==> src/rtl/fpga_link_pkg.sv <==
// Shared definitions for the inter-FPGA serial link blocks.
// Defaults here are also used by the link transmitter/receiver tops.
package fpga_link_pkg;
  typedef enum logic [1:0] {
    IDLE  = 2'd0,
    SHIFT = 2'd1,
    DONE  = 2'd2
  } link_state_e;

  localparam int LINK_DATA_WIDTH   = 8;
  localparam int LINK_CLKS_PER_BIT = 1;
endpackage

==> src/rtl/fpga_bit_tick.sv <==
// Bit-period divider: counts 0..CLKS_PER_BIT-1 while enabled and
// raises tick on the terminal count.
module fpga_bit_tick #(
  parameter int CLKS_PER_BIT = 1
) (
  input  logic clock,
  input  logic reset,
  input  logic en,
  input  logic clr,
  output logic tick
);
  localparam int CW = (CLKS_PER_BIT > 1) ? $clog2(CLKS_PER_BIT) : 1;
  localparam logic [CW-1:0] TERM = CW'(CLKS_PER_BIT - 1);

  logic [CW-1:0] cnt_q, cnt_d;

  always_comb begin
    tick  = en && (cnt_q == TERM);
    cnt_d = cnt_q;
    if (clr)     cnt_d = '0;
    else if (en) cnt_d = tick ? '0 : cnt_q + 1'b1;
  end

  always_ff @(posedge clock) begin
    if (reset) cnt_q <= '0;
    else       cnt_q <= cnt_d;
  end
endmodule

==> src/rtl/fpga_shift_engine.sv <==
// Serial shift engine: one start pulse shifts a DATA_WIDTH word out on
// data_out_s while capturing data_in_s into the same register.
module fpga_shift_engine
  import fpga_link_pkg::*;
#(
  parameter int DATA_WIDTH   = LINK_DATA_WIDTH,
  parameter int CLKS_PER_BIT = LINK_CLKS_PER_BIT,
  parameter int LSB_FIRST    = 0
) (
  input  logic                  clock,
  input  logic                  reset,
  input  logic [DATA_WIDTH-1:0] data_in_p,
  input  logic                  load,
  input  logic                  start,
  input  logic                  data_in_s,
  output logic                  data_out_s,
  output logic [DATA_WIDTH-1:0] data_out,
  output logic                  busy,
  output logic                  done
);
  localparam int BW = $clog2(DATA_WIDTH + 1);
  localparam logic [BW-1:0] LAST_BIT = BW'(DATA_WIDTH - 1);

  link_state_e           state_q, state_d;
  logic [DATA_WIDTH-1:0] sreg_q, sreg_d;
  logic [BW-1:0]         bit_cnt_q, bit_cnt_d;
  logic                  tick;

  // Divider is held clear outside SHIFT, so every transfer starts a fresh period.
  fpga_bit_tick #(.CLKS_PER_BIT(CLKS_PER_BIT)) u_tick (
    .clock (clock),
    .reset (reset),
    .en    (state_q == SHIFT),
    .clr   (state_q != SHIFT),
    .tick  (tick)
  );

  always_comb begin
    state_d   = state_q;
    sreg_d    = sreg_q;
    bit_cnt_d = bit_cnt_q;
    case (state_q)
      IDLE: begin
        if (load) sreg_d = data_in_p;
        if (start) begin
          state_d   = SHIFT;
          bit_cnt_d = '0;
        end
      end
      SHIFT: begin
        if (tick) begin
          if (LSB_FIRST != 0) sreg_d = {data_in_s, sreg_q[DATA_WIDTH-1:1]};
          else                sreg_d = {sreg_q[DATA_WIDTH-2:0], data_in_s};
          bit_cnt_d = bit_cnt_q + 1'b1;
          if (bit_cnt_q == LAST_BIT) state_d = DONE;
        end
      end
      DONE:    state_d = IDLE;
      default: state_d = IDLE;
    endcase
  end

  always_ff @(posedge clock) begin
    if (reset) begin
      state_q   <= IDLE;
      sreg_q    <= '0;
      bit_cnt_q <= '0;
    end else begin
      state_q   <= state_d;
      sreg_q    <= sreg_d;
      bit_cnt_q <= bit_cnt_d;
    end
  end

  assign data_out   = sreg_q;
  assign data_out_s = (LSB_FIRST != 0) ? sreg_q[0] : sreg_q[DATA_WIDTH-1];
  assign busy       = (state_q != IDLE);
  assign done       = (state_q == DONE);
endmodule

==> config.mk <==
export PLATFORM = sky130hd
export DESIGN_NAME = fpga_shift_engine
export DESIGN_NICKNAME = d
export VERILOG_FILES = /design/src/rtl/fpga_link_pkg.sv /design/src/rtl/fpga_bit_tick.sv /design/src/rtl/fpga_shift_engine.sv
export SDC_FILE = /design/constraint.sdc
export NUM_CORES = 1
export LEC_CHECK = 0
export BUFFER_PORTS_ARGS = -buffer_cell sky130_fd_sc_hd__buf_2
export CAP_MARGIN = 20
export CORE_MARGIN = 2
export CORE_UTILIZATION = 46
export DETAILED_ROUTE_END_ITERATION = 10
export GPL_TIMING_DRIVEN = 0
export PLACE_DENSITY = 0.85
export SYNTH_ARGS = -nofsm -noshare
export SYNTH_HDL_FRONTEND = slang
export SYNTH_SLANG_ARGS = --single-unit
export TNS_END_PERCENT = 50
==> constraint.sdc <==
create_clock -name clock -period 1.9 [get_ports clock]
set_input_delay 0.095 -clock clock [delete_from_list [all_inputs] [get_ports clock]]
set_output_delay 0.095 -clock clock [all_outputs]
set_load 0.005 [all_outputs]
Word-level counts from Yosys, hierarchy flattened
Index checks and enable logic that the tools add are counted.

storage, ports and cells
  register bits = 15
  input bits = 13

operators by class
  $add $sub $neg = 2
  equality and inequality tests = 8
  mux-type cells = 11
  bitwise gates (word level) = 1
  reduce and logical (&&, ||, !) cells = 8

operator list
  kind                                                                      number
  8-bit two-way mux                                                         2
  8-bit one-hot mux with 2 select lines                                     1
  3-bit AND reduction                                                       3
  4-bit two-way mux                                                         2
  2-bit inequality test (second input constant)                             4
  4-bit one-hot mux with 2 select lines                                     1
  2-bit two-way mux                                                         3
  4-bit by 1-bit adder with 4-bit output (second input constant)            1
  4-bit by 3-bit equality test with 1-bit output (second input constant)    1
  2-bit one-hot mux with 2 select lines                                     1
  2-bit nonzero test                                                        2
  2-bit by 1-bit equality test with 1-bit output (second input constant)    1
  2-bit equality test (second input constant)                               1
  2-bit zero test                                                           1
  2-bit by 1-bit inequality test with 1-bit output (second input constant)  1
  2-bit OR reduction                                                        1
  1-bit adder (second input constant)                                       1
  1-bit logical AND                                                         1
  1-bit two-way mux                                                         1
  1-bit inverter                                                            1

Longest topological paths before layout
Gate-level depths: netlist (run 1).

  word-level depth = 4
  mapped depth = 6
  gate-level depth less buffers = 4

Modules after synthesis
Synthesis (run 1) repeated with hierarchy kept, for this count alone.

second synthesis, totals
  cells, all modules = 76
  area total of the unflattened synthesis = 706.9 um2

by module, submodules not included
  module             instances  cells each  area each (um2)  sequential area each (um2)
  fpga_shift_engine  1          73          665.6            280.3
  fpga_bit_tick      1          3           41.3             20.0

Least setup slack after synthesis (run 1)
OpenSTA, ideal clock, no wires.

  path kind = reg2reg
  from = register state_q[0]
  to = register bit_cnt_q[3]
  data arrival time = 1.372 ns
  data required time = 1.826 ns
  path slack = 0.454 ns
  stages on the path, launching flop included = 6
  cell sequence = dfxtp_1 -> buf_4 -> nand2b_1 -> a21o_1 -> or4b_1 -> a31oi_1

on the way
  word-level cells in the longest chain between the ends = 4
  elaborated cells on any way between the ends = 8
  classes of those cells = eq/ne (3); mux (1); reduce/logical (4)

ends and longest elaborated chain
  element                                         RTL line                                          text
  from (decl)                                     fpga_shift_engine.sv:24                           link_state_e state_q, state_d;
  from (signal assigned)                          fpga_shift_engine.sv:69                           state_q <= state_d;
  2-bit by 1-bit equality test with 1-bit output  fpga_shift_engine.sv:33, fpga_shift_engine.sv:42
  1-bit logical AND                               fpga_bit_tick.sv:18                               tick = en && (cnt_q == TERM);
  2-bit inequality test (no source line)          --
  3-bit AND reduction (no source line)            --
  to (signal assigned)                            fpga_shift_engine.sv:71                           bit_cnt_q <= bit_cnt_d;
  to (decl)                                       fpga_shift_engine.sv:26                           logic [BW-1:0] bit_cnt_q, bit_cnt_d;

Several ways; a longest one is shown, not always the timed one.
A chain may end at the register's enable or synchronous reset.

Worst setup path in the final report (run 1)
  from = register u_tick.cnt_q
  to = register sreg_q[2], in the netlist data_out[2]

on the way
  word-level cells in the longest chain between the ends = 4

ends and longest elaborated chain
  element                                 RTL line                 text
  from (decl)                             fpga_bit_tick.sv:15      logic [CW-1:0] cnt_q, cnt_d;
  from (signal assigned)                  fpga_bit_tick.sv:26      else cnt_q <= cnt_d;
  1-bit inverter                          fpga_bit_tick.sv:18
  1-bit logical AND                       fpga_bit_tick.sv:18
  2-bit inequality test (no source line)  --
  3-bit AND reduction (no source line)    --
  to (signal assigned)                    fpga_shift_engine.sv:70  sreg_q <= sreg_d;
  to (decl)                               fpga_shift_engine.sv:25  logic [DATA_WIDTH-1:0] sreg_q, sreg_d;

No other way between the ends.

==> summary.md, run 1 <==
| Metric | Value |
|---|---|
| # diodes | 0 |
| Vias in the first global route | 517 |
| Part of the cycle the worst path needs | 0.815 |
| Clk_lat worst skew | 0.28 ns |
| Tot GR Track Use | 0.158 |
| DPL Wire Length | 1000 um |
| Core box area | 1330 um^2 |
| RSZ-0062 raised after global routing | false |
| Final WL | 1320 um |
| Clock skew | 0.00153 ns |
| Synth area leaders | dfxtp_1 44%, mux2i_1 12%, a211oi_1 8.8% |
| #FFs+latches synth | 15 |
| Status | finished, final reports clean |
| PostCTS Resize Cnt | 0 |
| DIE AREA | 1800 um^2 |
| Max H-tree Level | 1 |
| First-pass GRT wire length | 2170 um |
| Post-route ant nets | 0 |
| Total global routing overflow | 0 |
| PD cells | 770 nW/um^2 |
| Share of cells above drive strength 1 | 0.317 |
| Cells after Synth | 74 |
| Starting DRT DRC Count | 5 |
| Post-synth top area share | 0.441 |
| Hold_buf cts | 0 |
| Most frequent cells in the layout | 25 x buf_2, 15 x dfxtp_1, 11 x nor2_1, 8 x mux2i_1, 8 x a211oi_1 |
| Layout fillers | 131 |
| CTS clk-pin slew, worst paths | 0.09 ns |
| Post-CTS setup buffers | 0 |
| Initial antenna violation count | 0 |
| Die W | 42.5 um |
| Netlist cell types | 27 |
| Chip height | 42.5 um |
| Syn. warnings | 0 |
| Worst path cell trace | or2b_1 > a21oi_2 > buf_2 > nor2_1 > a211oi_1 |
| Routability cong. | 0.688 |
| Hold Vio Cnt, Final | 0 |
| DR WL/cell | 11.3 um |
| Rows | 13 |
| # IOs | 24 |
| Post-Layout Cell Count | 116 |
| CP max FO | 10 |
| Crit path arrival time | 1.75 ns |
| F_max | 646 MHz |
| Vias/cell | 5.42 |
| Startpoint Class | flip-flop |
| HP Class | in2reg |
| Register area share after synthesis | 0.441 |
| Final Total Pwr | 647 uW |
| Synthesized area | 681 um^2 |
| Initial core utilization | 0.510 |
| Synth area leader | dfxtp_1 |
| Leak | 0.405 nW |
| Final setup fails | 0 |
| Largest net degree at the start of global routing | 11 |
| Root Buffer | clkbuf_4 |
| Crit-path max cell delay | 0.34 ns |
| MaxCap Viol Count | 0 |
| Peak supply drop | 0.000408 V |
| CTS tree | yes |
| DR vias | 629 |
| DP Cell Count | 112 |
| Clock sink count | 15 |
| Synth Area per Inst | 9.20 um^2 |
| TNS Setup | 0 ns |
| Post-layout min period | 1.55 ns |
| Slowest CP cell | dfxtp_1 |
| Area Growth Syn to Fin | 23.5% |
| Fin. max-slew vios | 0 |
| I/O Buffers | 23 |
| Kind of end point of the critical path | flip-flop |
| WS Path Type | reg2reg |
| Critical Path RT | 2.10 ns |
| Nets | 116 |
| DRC viols | 0 |
| Syn_nets | 88 |
| Commonest non-fill, non-tap cell in the layout | buf_2 |
| Drt pass-1 iters | 4 |
| Max clock buf depth | 2 |
| CTS Buf Count | 3 |
## critical path, delay by kind of cell, from the launching register on
family	cells	cell delay [ns]
AOI/OAI and AO/OA	2	0.52
buffers and inverters	1	0.28
DFF	1	0.34
and+or+nand+nor	2	0.33
## report_power, final
part	internal, mW	total [mW]	switching, mW
logic	0.0585	0.115	0.0567
clock network	0.0815	0.182	0.101
registers	0.335	0.350	0.0146
## per-stage QoR
stage | hold slack (ns) | setup WS, ns | instance area [um^2] | util
after global routing | 0.0413 | 0.221 | 841 | 0.630
after floorplan | 0.168 | 0.454 | 681 | -
final | 0.0350 | 0.352 | 841 | 0.630
after CTS | 0.0307 | 0.339 | 841 | 0.630
after global placement | 0.324 | 0.391 | 815 | 0.611
after detailed placement | 0.331 | 0.364 | 815 | 0.611
## worst paths after layout
path                     start          end  slack [ns]  depth (start not counted)
setup / recovery  u_tick.cnt_q  data_out[2]        0.35                          5
hold / removal           reset  data_out[4]        0.03                          2
setup reg to reg  u_tick.cnt_q  data_out[2]        0.35                          5
hold reg to reg   u_tick.cnt_q   state_q[1]        0.49                          1
## registers in the layout, indices dropped and copies added, names as in the netlist
signal and flops:
bit_cnt_q 4, data_out 8, state_q 2, u_tick.cnt_q 1
## final cells by class
cell class / instances / area, um^2 / area share
flip-flops and latches: 15 / 300 / 0.357
repair buffers: 23 / 115 / 0.137
plain buffers: 5 / 28.8 / 0.0342
multi-input cells: 54 / 352 / 0.418
well taps: 15 / 18.8 / 0.0223
clock buffers: 4 / 26.3 / 0.0313
## synthesized netlist by cell type
cell / number
nor2_1: 11
nor3_1: 2
a22oi_1: 1
nand3b_1: 1
o22ai_1: 1
or3_1: 1
dfxtp_1: 15
a211oi_1: 8
nor2b_1: 2
nand2b_1: 3
nor4_1: 1
a21oi_1: 2
nand3_1: 2
conb_1: 1
a21o_1: 1
mux2i_1: 8
clkbuf_1: 1
a31oi_1: 1
buf_4: 2
nand2_1: 2
buf_2: 2
or2b_1: 1
a21oi_2: 1
or2_2: 1
ha_1: 1
or4b_1: 1
o21ai_0: 1
## metal layers
layer	global-route usage	vias up	wire length, um
met1	0.203	284	608
met3	0.0517	2	113
met5	0	-	0
met4	0.0750	0	13
met2	0.237	23	579
li1	-	320	-
## cells by family after synthesis
kind of cell             share of synthesized area
AND/OR/NAND/NOR                              0.211
multiplexers                                 0.118
AO/OA/AOI/OAI                                0.164
buffers and inverters                       0.0423
adder cells (fa/ha/maj)                     0.0184
other                                      0.00551
flip-flops                                   0.441
(Power assumes the default switching activity.)
==> inputs of run 2 (changes only) <==
- clock period: 1.9 -> 1.45 ns (I/O delays scaled with it)
==> summary.md, run 2 (synthesis results as in run 1) <==
| Metric | Value |
|---|---|
| Root Buffer | clkbuf_4 |
| Die W | 42.5 um |
| Most frequent cells in the layout | 23 x buf_2, 13 x dfxtp_1, 10 x nor2_1, 8 x mux2i_1, 8 x a211oi_1 |
| CTS Buf Count | 3 |
| Max clock buf depth | 2 |
| DIE AREA | 1800 um^2 |
| Tot GR Track Use | 0.165 |
| R2R depth | 4 |
| DPL Wire Length | 1000 um |
| Hold Vio Cnt, Final | 0 |
| Leak | 0.450 nW |
| TNS Setup | 0 ns |
| Initial antenna violation count | 0 |
| # IOs | 24 |
| Core box area | 1330 um^2 |
| Worst Setup EP | bit_cnt_q[3] |
| Vias in the first global route | 547 |
| Sw frac | 0.265 |
| I/O Buffers | 23 |
| Final setup fails | 0 |
| Setup crit start | state_q[0] |
| DR WL/cell | 12.1 um |
| Max reg flops | 8 |
| HP Class | in2reg |
| DRC viols | 0 |
| CTS tree | yes |
| Placed Area | 815 um^2 |
| Kind of end point of the critical path | flip-flop |
| First-pass GRT wire length | 2260 um |
| Part of the cycle the worst path needs | 0.996 |
| Routability cong. | 0.688 |
| # diodes | 0 |
| Crit path arrival time | 1.66 ns |
| Clock skew | 0.00232 ns |
| Starting DRT DRC Count | 1 |
| Total global routing overflow | 0 |
| Clock group share of total power | 0.267 |
| Chip height | 42.5 um |
| Sequential share of power | 0.517 |
| Largest net degree at the start of global routing | 11 |
| Worst path cell trace | or2b_1 > a21o_1 > or4b_1 > a31oi_1 |
| Post-Layout Inst Area | 930 um^2 |
| Post-route ant nets | 0 |
| Status | finished, final reports clean |
| Worst R2R End | bit_cnt_q[3] |
| Slowest CP cell | or4b_1 |
| Critical Path RT | 1.66 ns |
| Crit-path max cell delay | 0.46 ns |
| Startpoint Class | flip-flop |
| Rows | 13 |
| Final WL | 1490 um |
| WS Path Type | reg2reg |
| Sequential cell area | 303 um^2 |
| Share of cells above drive strength 1 | 0.398 |
| Final worst slack | 0.00593 ns |
| PD cells | 954 nW/um^2 |
| MaxCap Viol Count | 0 |
| DR vias | 651 |
| Area Growth Syn to Fin | 36.6% |
| Comb power frac | 0.217 |
| Clock sink count | 15 |
| FF-to-FF Start | state_q[0] |
| Initial core utilization | 0.510 |
| CTS clk-pin slew, worst paths | 0.08 ns |
| CP max FO | 3 |
| Sw Pwr | 235 uW |
| Layout fillers | 120 |
| Nets | 123 |
| Area of the multi-input gates | 369 um^2 |
| Post-layout min period | 1.44 ns |
| RSZ-0062 raised after global routing | true |
| Final Total Pwr | 887 uW |
| Peak supply drop | 0.000572 V |
| Fin. max-slew vios | 0 |
| Dpl ws | -0.0862 ns |
| Drt pass-1 iters | 2 |
| Reg2reg setup slack | 0.006 ns |
| Clk_lat worst skew | 0.28 ns |
| Vias/cell | 5.29 |
| F_max | 692 MHz |
| Commonest non-fill, non-tap cell in the layout | buf_2 |
| Internal power | 652 uW |
| Max H-tree Level | 1 |
[run 2: cell count changes in the layout (fill, tap and decap cells not counted)]
cell,previous run,this run
buf_4,2,7
a21oi_2,1,0
nor2_2,0,1
a21oi_4,0,1
clkbuf_4,3,4
buf_2,25,23
nand2b_1,3,2
o21ai_1,0,1
nor2_1,11,10
o21ai_0,1,0
buf_6,0,3
dfxtp_1,15,13
nand2b_4,0,1
dfxtp_2,0,2
[run 2: per-stage QoR]
stage,hold WS (ns),util,instances
2_1_floorplan,0.145,-,74
4_1_cts,0.00823,0.659,119
5_1_grt,0.0347,0.697,123
6_report,0.0219,0.697,123
3_5_place_dp,0.308,0.611,112
3_3_place_gp,0.302,0.611,112
[run 2: repair_timing]
item,CTS,global route
pin swaps,4,3
resized for setup,5,6
setup buffers,3,4
endpoints found under the setup margin,3,8
hold buffers,0,0
[run 2: power by group through the flow]
stage / Combinational, mW / Sequential (mW) / Clock, mW
after floorplan: 0.0921 / 0.468 / 0
after global placement: 0.148 / 0.466 / 0
after detailed placement: 0.152 / 0.467 / 0
after CTS: 0.169 / 0.458 / 0.243
after global routing: 0.211 / 0.462 / 0.255
final: 0.192 / 0.458 / 0.236
[run 2: metal layers]
metal | GRT usage | vias up | part of all wire
met5 | 0 | - | 0
met4 | 0.0750 | 0 | 0.0087
met3 | 0.0517 | 2 | 0.055
met2 | 0.262 | 18 | 0.48
met1 | 0.203 | 297 | 0.46
li1 | - | 334 | -
[run 2: worst max-delay path, delay by kind of cell, from the launching register on]
| kind | cells | cell delay, ns |
|---|---|---|
| AO/OA/AOI/OAI | 2 | 0.34 |
| AND/OR/NAND/NOR | 2 | 0.71 |
| flip-flops | 1 | 0.33 |
[run 2: how the worst min path moves through the flow]
stage / startpoint / end / slack (ns) / cells after the start
2_1_floorplan: reset / data_out[3] / 0.15 / 1
3_3_place_gp: reset / data_out[4] / 0.30 / 2
3_5_place_dp: reset / data_out[3] / 0.31 / 2
4_1_cts: reset / data_out[4] / 0.008 / 2
5_1_grt: reset / data_out[4] / 0.03 / 2
6_report: reset / data_out[4] / 0.02 / 2
[run 2: final cells by class]
| type | instances | share of cell area |
|---|---|---|
| buffer | 5 | 0.0404 |
| clock buffer | 4 | 0.0283 |
| multi-input combinational | 54 | 0.397 |
| sequential | 15 | 0.326 |
| tap | 15 | 0.0202 |
| timing repair buffer | 30 | 0.188 |
==> inputs of run 3 (changes only) <==
- CORE_UTILIZATION: 46 -> 47
- SYNTH_HIERARCHICAL: unset -> 1
- TNS_END_PERCENT: 50 -> 30
==> summary.md, run 3 <==
| Metric | Value |
|---|---|
| Vias in the first global route | 650 |
| Sw Pwr | 268 uW |
| Netlist cell types | 27 |
| # diodes | 0 |
| Internal power | 663 uW |
| Final WL | 2310 um |
| Cells after Synth | 76 |
| Leak | 0.483 nW |
| DIE AREA | 1830 um^2 |
| Post-synth EDFFs | 0 |
| Clk_lat worst skew | 0.28 ns |
| Critical Path RT | 1.65 ns |
| Peak supply drop | 0.000582 V |
| Vias/cell | 6.02 |
| Clock group share of total power | 0.260 |
| Largest net degree at the start of global routing | 11 |
| Commonest cells post-synth | 15 x dfxtp_1, 11 x inv_1, 8 x a31oi_1, 8 x o221a_2 |
| RSZ-0062 raised after global routing | true |
| Initial antenna violation count | 0 |
| Initial core utilization | 0.524 |
| Max reg flops | 8 |
| PD cells | 860 nW/um^2 |
| CTS tree | yes |
| DP Cell Count | 113 |
| First-pass GRT wire length | 2900 um |
| Count leader, synth | dfxtp_1 |
| Final setup fails | 7 |
| Top cell family by delay on the critical path | simple AND/OR/NAND/NOR gates |
| Max clock buf depth | 2 |
| Failing checks | setup timing |
| Total global routing overflow | 0 |
| Clock sink count | 15 |
| # IOs | 24 |
| HP Start | reset |
| Post-Layout Inst Area | 1080 um^2 |
| Die W | 42.8 um |
| Syn_nets | 90 |
| Root Buffer | clkbuf_4 |
| Nets | 128 |
| WS Path Type | reg2reg |
| Async SR Flop Fraction | 0 |
| DRC viols | 0 |
| Routability cong. | 0.749 |
| DR WL/cell | 18.0 um |
| Sequential share of power | 0.496 |
| Sw frac | 0.288 |
| Slowest CP cell | or4_4 |
| HP Class | in2reg |
| Post-layout min period | 1.56 ns |
| Buf/Inv on CP | 1 |
| Synth Area per Inst | 9.30 um^2 |
| Clock skew | 0.00456 ns |
| Drt pass-1 iters | 4 |
| Crit-path max cell delay | 0.43 ns |
| Part of the cycle the worst path needs | 1.08 |
| Chip height | 42.8 um |
| DPL Wire Length | 1100 um |
| F_max | 641 MHz |
| Area Growth Syn to Fin | 53.1% |
| Post-synth top area share | 0.425 |
| Hold Vio Cnt, Final | 0 |
| CP max FO | 2 |
| Startpoint Class | flip-flop |
| Final worst slack | -0.110 ns |
| Synth area leader | dfxtp_1 |
| Setup crit start | state_q[1] |
| Syn. warnings | 6 |
| Rows | 13 |
| Status | finished, violations left |
| Core box area | 1350 um^2 |
| Synth area leaders | dfxtp_1 42%, o221a_2 13%, a31oi_1 7.1% |
| Fin. max-slew vios | 0 |
| Worst path cell trace | nand2b_4 > inv_4 > nor2b_4 > mux2i_2 > or4_4 > a221oi_2 |
| Comb power frac | 0.244 |
| Register area share after synthesis | 0.425 |
| Crit path arrival time | 1.76 ns |
| Ys flop type | dfxtp_1 |
| Most frequent cells in the layout | 22 x buf_2, 13 x dfxtp_1, 10 x inv_1, 9 x buf_4, 8 x a31oi_1 |
| Starting DRT DRC Count | 25 |
| Tot GR Track Use | 0.216 |
| TNS Setup | -0.274 ns |
| Placed Area | 867 um^2 |
| Share of cells above drive strength 1 | 0.540 |
| Post-route ant nets | 0 |
| Post-Layout Cell Count | 128 |
| #FFs+latches synth | 15 |
| CTS clk-pin slew, worst paths | 0.09 ns |
| Kind of end point of the critical path | flip-flop |
| CTS Buf Count | 3 |
| DR vias | 771 |
| Actual transition at the worst max-transition pin | 0.496 ns |
| FF-to-FF Start | state_q[1] |
| Max H-tree Level | 1 |
| Commonest non-fill, non-tap cell in the layout | buf_2 |
| Reg2reg setup slack | -0.11 ns |
| MaxCap Viol Count | 0 |
| I/O Buffers | 22 |
| Slew margin rel. | 0.669 |
| Synthesized area | 707 um^2 |
## run 3: metal layers
metal | GRT usage | vias up | share of wire
met2 | 0.342 | 33 | 0.49
met4 | 0.113 | 0 | 0.037
met3 | 0.0383 | 8 | 0.036
li1 | - | 358 | -
met5 | 0 | - | 0
met1 | 0.275 | 372 | 0.43
## run 3: final cells by class
| cell class | instances | area (um^2) |
|---|---|---|
| Buffer | 3 | 15.0 |
| Clock buffer | 4 | 26.3 |
| Fill cell | 94 | 268 |
| Inverter | 11 | 43.8 |
| Multi-Input combinational cell | 45 | 445 |
| Sequential cell | 15 | 308 |
| Tap cell | 15 | 18.8 |
| Timing Repair Buffer | 35 | 225 |
## run 3: path summary, 6_finish.rpt
check / endpoint / cells after the start
worst min-delay path: u_tick/cnt_q / 2
worst max-delay path: bit_cnt_q[3] / 6
worst min register to register: bit_cnt_q[1] / 2
worst max register to register: bit_cnt_q[3] / 6
## run 3: logic make-up (layout without fill, tap and decap cells)
group | after synthesis | count (layout) | share of synthesized area
buffers and inverters | 16 | 53 | 0.101
flip-flops | 15 | 15 | 0.425
multiplexers | 2 | 2 | 0.0283
AO/OA/AOI/OAI | 26 | 26 | 0.294
AND/OR/NAND/NOR | 16 | 16 | 0.135
adder cells (fa/ha/maj) | 1 | 1 | 0.0177
## run 3: repair_timing
| action | CTS | global route |
|---|---|---|
| gates resized for setup | 12 | 13 |
| hold endpoints to repair | 0 | 1 |
| endpoints found under the setup margin | 12 | 13 |
| hold buffers | 0 | 1 |
| pin swaps | 3 | 5 |
| setup buffers | 8 | 4 |
## run 3: power groups by stage
stage          sequential, mW  clock, mW  combinational, mW
2_1_floorplan           0.465          0             0.0899
3_3_place_gp            0.463          0              0.146
3_5_place_dp            0.465          0              0.148
4_1_cts                 0.460      0.248              0.173
5_1_grt                 0.464      0.257              0.242
6_report                0.461      0.242              0.227
## run 3: through the flow
stage	worst slack, ns	power [mW]	utilization	hold WS [ns]
2_1_floorplan	-0.229	0.555	-	0.146
3_3_place_gp	-0.314	0.609	0.642	0.316
3_5_place_dp	-0.340	0.613	0.642	0.321
4_1_cts	-0.0352	0.881	0.719	0.00266
5_1_grt	-0.154	0.963	0.802	0.0263
6_report	-0.110	0.931	0.802	0.0271
